**src/rtl/test_card_pkg.sv**
```systemverilog
// Shared types and widths for the test card sequencer: FSM encoding and
// RGB channel geometry.
package test_card_pkg;

   typedef enum logic [1:0] {
      SHOW     = 2'd0,
      FADE_OUT = 2'd1,
      FADE_IN  = 2'd2
   } seq_state_t;

   localparam int SHIFT_MAX = 8;
   localparam int SHIFT_W   = 4;
   localparam int RGB_W     = 24;
   localparam int CHAN_W    = 8;
   localparam int NUM_CHAN  = RGB_W / CHAN_W;

endpackage

```
**src/rtl/card_dimmer.sv**
```systemverilog
// Per-channel logical right shift of a packed RGB pixel; shifts of 8 or more
// give black.
module card_dimmer
   import test_card_pkg::*;
(
   input  logic [RGB_W-1:0]   rgb,
   input  logic [SHIFT_W-1:0] shift,
   output logic [RGB_W-1:0]   dimmed
);

   genvar gi;
   generate
      for (gi = 0; gi < NUM_CHAN; gi++) begin : g_chan
         assign dimmed[gi*CHAN_W +: CHAN_W] = rgb[gi*CHAN_W +: CHAN_W] >> shift;
      end
   endgenerate

endmodule

```
**config.mk**
```make
export PLATFORM = sky130hd
export DESIGN_NAME = card_dimmer
export DESIGN_NICKNAME = d
export VERILOG_FILES = /design/src/rtl/test_card_pkg.sv /design/src/rtl/card_dimmer.sv
export SDC_FILE = /design/constraint.sdc
export NUM_CORES = 1
export LEC_CHECK = 0
export CELL_PAD_IN_SITES_DETAIL_PLACEMENT = 0
export CELL_PAD_IN_SITES_GLOBAL_PLACEMENT = 2
export CORE_ASPECT_RATIO = 0.9
export CORE_UTILIZATION = 19
export DETAILED_ROUTE_END_ITERATION = 12
export PLACE_DENSITY = 0.82
export SLEW_MARGIN = 5
export SYNTH_ARGS = -nofsm -noshare
export SYNTH_HDL_FRONTEND = slang
export SYNTH_SLANG_ARGS = --single-unit
```
**constraint.sdc**
```tcl
create_clock -name vclk -period 1.68
set_clock_uncertainty 0.05 [all_clocks]
set_input_delay 0.252 -clock vclk [all_inputs]
set_output_delay 0.252 -clock vclk [all_outputs]
set_load 0.1 [all_outputs]
```
==> impl_metrics.py, run 1 <==
metrics = {
    "cells_and_area": {
        "fin_util_pct": 67.5,
        "num-clock-buffers": 0,
        "drive_above_1_share_pct": 80.0,
        "multi_input_area_um2": 1150,
        "areaGrowthSynthToFinish_pct": 233,
        "fin_nets": 230,
        "regArea_um2": 0,
        "design.seq.count": 0,
        "n_fill_cell": 277,
        "final_common_cell": "buf_4",
        "most-common-layout-cells": "37 x buf_4, 28 x buf_12, 21 x dlygate4sd2_1",
        "finish.instance_area_um2": 2550,
    },
    "synth": {
        "synth_top_cell_area_share_pct": 14.7,
        "avgSynthCellArea_um2": 7.59,
        "yosys_warnings": 0,
        "synth_area_leader_cell": "mux2_2",
        "synthCells": 101,
        "syn_area_um2": 767,
        "synth_area_leaders": "mux2_2 15%, mux2i_1 12%, nor2_1 8.3%",
        "ys_seq_area_share_pct": 0,
        "synth_nets": 129,
        "synthDistinctLibCells": 28,
    },
    "placement": {
        "dp_hpwl_mm": 2.78,
        "dpl_cell_area_um2": 2070,
        "gp_congestion": 0.895,
        "portBuffers": 52,
    },
    "pwr": {
        "power_frac_comb_pct": 100.0,
        "pwr_density_cell_nw_per_um2": 385,
        "p_sw_mw": 0.535,
        "seqPwrFrac_pct": 0,
        "switching_share_pct": 54.3,
        "peakVddDrop_uv": 271,
        "p_total_mw": 0.984,
        "cellLeakagePower_nw": 1.05,
        "clock_power_share_pct": 0,
        "cellInternalPower_mw": 0.450,
    },
    "timing": {
        "hold_ws_ps": 1090,
        "rsz0062_at_grt": "yes",
        "tns_ps": -956,
        "tightest_slew_ps": 287,
        "slew_headroom_pct": 80.8,
        "period_share_pct": 108,
        "setup_ws_ps": -131,
        "setup_viol": 21,
        "clock.fmax_mhz": 552,
        "hold_viol": 0,
        "period_needed_ps": 1810,
        "slew_viol_final": 0,
    },
    "critical_path": {
        "startpoint": "shift[0]",
        "worstPathRequired_ps": 1380,
        "worstPathBufferInverterCount": 4,
        "crit_slowest_cell": "a221o_4",
        "cp-start-kind": "input pin",
        "timing.critical_path.mode_cell": "buf_12",
        "critPathMaxStageDelay_ps": 400,
        "path_delay_family": "buffers and inverters",
        "critPathMaxFanout": 5,
        "crit_chain": "buf_8 > buf_12 > buf_6 > mux2_4 > a221o_4 > buf_12",
        "arrival_ps": 1510,
        "end_kind": "primary output",
        "path_class": "input pin to primary output",
    },
    "detailed_routing": {
        "vias_per_cell": 5.21,
        "antenna_left": 0,
        "drc": 0,
        "drt_wl_total_mm": 4.39,
        "first_iter_violations": 33,
        "vias": 1286,
        "wire_per_inst_um": 17.8,
        "drt_first_pass_iters": 4,
    },
    "die": {
        "core_um2": 3780,
        "die_area_um2": 4300,
        "std_cell_rows": 21,
        "die_w_um": 69.0,
        "fp.dieH_um": 62.3,
        "initial_core_util_pct": 20.3,
        "io_pins": 52,
    },
    "grt": {
        "grt_max_degree": 8,
        "grt_pass1_wl_mm": 6.83,
        "grt_antenna_before_repair": 1,
        "overflow": 0,
        "grt_pass1_vias": 1340,
        "track_usage_pct": 20.8,
    },
    "run_status": {
        "violations": "negative setup slack",
        "outcome": "complete, but fails checks",
    },
    "hold_path": {
        "hold_path.class": "input pin to primary output",
        "min_from": "shift[3]",
    },
    "run": {
        "cap_violations": 0,
    },
}
-- tightest hold or removal path, stage by stage --
cell      delay (ps)
buf_6             70
buf_6             90
or2_4            240
a211oi_4          60
buf_12           160
-- synth_stat cells (2+ instances only) --
master / instances
nor3_1: 3
mux2i_1: 9
inv_1: 3
buf_1: 2
mux2_2: 10
nand2_1: 7
nand2b_1: 4
and2b_1: 2
mux4_2: 2
buf_2: 2
a21oi_1: 3
nor2_1: 17
buf_4: 2
a211oi_1: 6
a22oi_1: 3
a221o_1: 2
mux2_4: 2
o221ai_1: 3
nor2b_1: 3
buf_6: 3
o22ai_1: 6
-- cells by family after synthesis --
family	share of synthesized area (%)
simple gates	25.1
compound gates	23.2
mux	39.6
buf+inv	12.1
-- cell type report --
type                            count  area share [%]
Multi-Input combinational cell     88            45.1
Antenna cell                        1          0.0980
Tap cell                           46            2.25
Inverter                            3           0.441
Timing Repair Buffer              109            52.1
-- path summary, 6_finish.rpt --
| path | end | slack, ps | cells past startpoint |
|---|---|---|---|
| worst max-delay path | dimmed[16] | -130 | 6 |
| worst min-delay path | dimmed[13] | 1090 | 5 |
-- power groups by stage --
stage | Combinational, mW | Clock [mW] | Sequential (mW)
6_report | 0.984 | 0.0000000796 | 0
5_1_grt | 1.02 | 0.0000000795 | 0
4_1_cts | 0.950 | 0 | 0
3_5_place_dp | 0.828 | 0 | 0
3_3_place_gp | 0.823 | 0 | 0
2_1_floorplan | 0.514 | 0 | 0
-- per-stage QoR --
stage               cells  worst slack [ps]
CTS                   244              -141
detailed placement    222              -612
floorplan             101              -269
finish                247              -131
global route          247              -151
global placement      222              -578
-- layer usage --
| layer | vias up | wire length (um) | track usage, % |
|---|---|---|---|
| li1 | 577 | - | - |
| met1 | 640 | 1600 | 25.5 |
| met2 | 55 | 2410 | 36.8 |
| met3 | 14 | 213 | 1.65 |
| met4 | 0 | 163 | 6.89 |
| met5 | - | 0 | 0 |
-- what timing repair did --
action | CTS | global route
gates cloned | 4 | 0
gates resized for setup | 98 | 12
hold buffers | 0 | 0
pin swaps | 25 | 4
setup endpoints to repair | 24 | 24
setup buffers | 19 | 2
Power figures use the tool's default switching activity.
==> run 2, diff against run 1 <==
--- a/config.mk
+++ b/config.mk
@@ -8,9 +8,11 @@
 export CELL_PAD_IN_SITES_DETAIL_PLACEMENT = 0
 export CELL_PAD_IN_SITES_GLOBAL_PLACEMENT = 2
 export CORE_ASPECT_RATIO = 0.9
+export CORE_MARGIN = 5
 export CORE_UTILIZATION = 19
 export DETAILED_ROUTE_END_ITERATION = 12
 export PLACE_DENSITY = 0.82
+export SKIP_LAST_GASP = 1
 export SLEW_MARGIN = 5
 export SYNTH_ARGS = -nofsm -noshare
 export SYNTH_HDL_FRONTEND = slang
==> impl_metrics.py, run 2 (synthesized netlist as in run 1, its figures left out) <==
metrics = {
    "pwr": {
        "cellLeakagePower_nw": 0.967,
        "pwr_density_cell_nw_per_um2": 388,
        "p_total_mw": 0.939,
        "peakVddDrop_uv": 271,
    },
    "placement": {
        "dp_hpwl_mm": 3.14,
        "dpl_cell_area_um2": 2050,
        "dp_cells": 223,
        "portBuffers": 52,
        "gp_congestion": 0.870,
    },
    "critical_path": {
        "crit_chain": "buf_12 > buf_12 > buf_6 > mux2_4 > a221o_2 > buf_12",
        "crit_slowest_cell": "a221o_2",
        "worstPathBufferInverterCount": 4,
        "cp-start-kind": "input pin",
        "path_delay_family": "buffers and inverters",
        "critPathMaxStageDelay_ps": 390,
        "timing.critical_path.mode_cell": "buf_12",
        "worst-path-stages": 6,
        "path_class": "input pin to primary output",
        "critPathMaxFanout": 6,
        "end_kind": "primary output",
        "arrival_ps": 1490,
        "worstPathRequired_ps": 1380,
    },
    "hold_path": {
        "min_from": "shift[2]",
        "hold_depth": 4,
        "whs_endpoint": "dimmed[18]",
        "hold_path.class": "input pin to primary output",
    },
    "cells_and_area": {
        "stdcell_count": 234,
        "num_antenna_cells": 0,
        "regArea_um2": 0,
        "most-common-layout-cells": "30 x buf_4, 27 x buf_12, 13 x buf_6",
        "drive_above_1_share_pct": 79.3,
        "multi_input_area_um2": 1140,
        "num-clock-buffers": 0,
        "n_fill_cell": 293,
        "areaGrowthSynthToFinish_pct": 216,
        "final_common_cell": "buf_4",
        "design.seq.count": 0,
        "finish.instance_area_um2": 2420,
        "fin_nets": 218,
    },
    "timing": {
        "hold_viol": 0,
        "period_needed_ps": 1790,
        "slew_headroom_pct": 77.3,
        "setup_ws_ps": -114,
        "setup_viol": 9,
        "period_share_pct": 107,
        "slew_viol_final": 0,
        "clock.fmax_mhz": 557,
        "rsz0062_at_grt": "yes",
        "tightest_slew_ps": 331,
    },
    "die": {
        "die_w_um": 77.0,
        "initial_core_util_pct": 20.1,
        "io_pins": 52,
        "fp.dieH_um": 70.3,
        "std_cell_rows": 21,
        "core_um2": 3810,
        "die_area_um2": 5410,
    },
    "detailed_routing": {
        "drt_wl_total_mm": 4.18,
        "drc": 0,
        "wire_per_inst_um": 17.9,
        "vias": 1174,
        "first_iter_violations": 73,
        "vias_per_cell": 5.02,
        "drt_first_pass_iters": 4,
        "antenna_left": 0,
    },
    "grt": {
        "grt_pass1_vias": 1313,
        "grt_antenna_before_repair": 0,
        "overflow": 0,
        "track_usage_pct": 15.7,
        "grt_max_degree": 14,
        "grt_pass1_wl_mm": 7.15,
    },
    "run_status": {
        "violations": "negative setup slack",
        "outcome": "complete, but fails checks",
    },
    "run": {
        "cap_violations": 0,
    },
    "clocking": {
        "cts_hold_buf": 0,
    },
}
-- run 2: cell types whose count changed in the layout (fill, tap and decap cells not counted), sizes merged, moves of 2 or more --
cell and delta:
clkdlybuf4s15 +10, dlygate4sd2 -11, dlymetal6s2s +2, clkdlybuf4s50 -2, buf -11
-- run 2: worst max path at each step --
stage             start    endpoint  slack [ps]
2_1_floorplan  shift[3]  dimmed[12]        -270
3_3_place_gp   shift[0]   dimmed[0]        -610
3_5_place_dp   shift[0]  dimmed[16]        -620
4_1_cts        shift[0]   dimmed[8]        -120
5_1_grt        shift[0]   dimmed[0]        -120
6_report       shift[0]   dimmed[8]        -110
-- run 2: per-layer routing --
layer | GRT usage, % | part of all wire [%] | vias to the layer above
li1 | - | - | 553
met1 | 21.3 | 44 | 572
met2 | 27.3 | 51 | 43
met3 | 1.67 | 4.2 | 6
met4 | 2.10 | 1.2 | 0
met5 | 0 | 0 | -
-- run 2: layout make-up --
cell class,count,area share (%)
repair buffers,97,50.0
multi-input cells,88,47.2
well taps,46,2.38
inverters,3,0.465
-- run 2: worst min-delay path, delay by kind of cell --
kind	cells	cell delay [ps]
buf+inv	2	250
simple gates	1	190
compound gates	1	130
-- run 2: through the flow --
step | setup TNS, ps | setup WS [ps] | util [%] | hold slack, ps
finish | -333 | -114 | 63.6 | 1030
global route | -725 | -124 | 63.6 | 1060
CTS | -727 | -122 | 62.6 | 1030
detailed placement | -11710 | -617 | 53.8 | 1360
global placement | -11560 | -609 | 53.8 | 1360
floorplan | -2770 | -269 | - | 688
-- run 2: where the power goes --
group | internal [mW] | total [mW] | switching [mW]
clock | 0 | 0 | 0
combinational | 0.419 | 0.939 | 0.520
sequential | 0 | 0 | 0
-- run 2: repair_timing --
item / CTS / global route
gates resized for setup: 102 / 20
buffers inserted: 12 / 0
pin swaps: 17 / 11
gates cloned: 2 / 0
setup endpoints to repair: 24 / 21
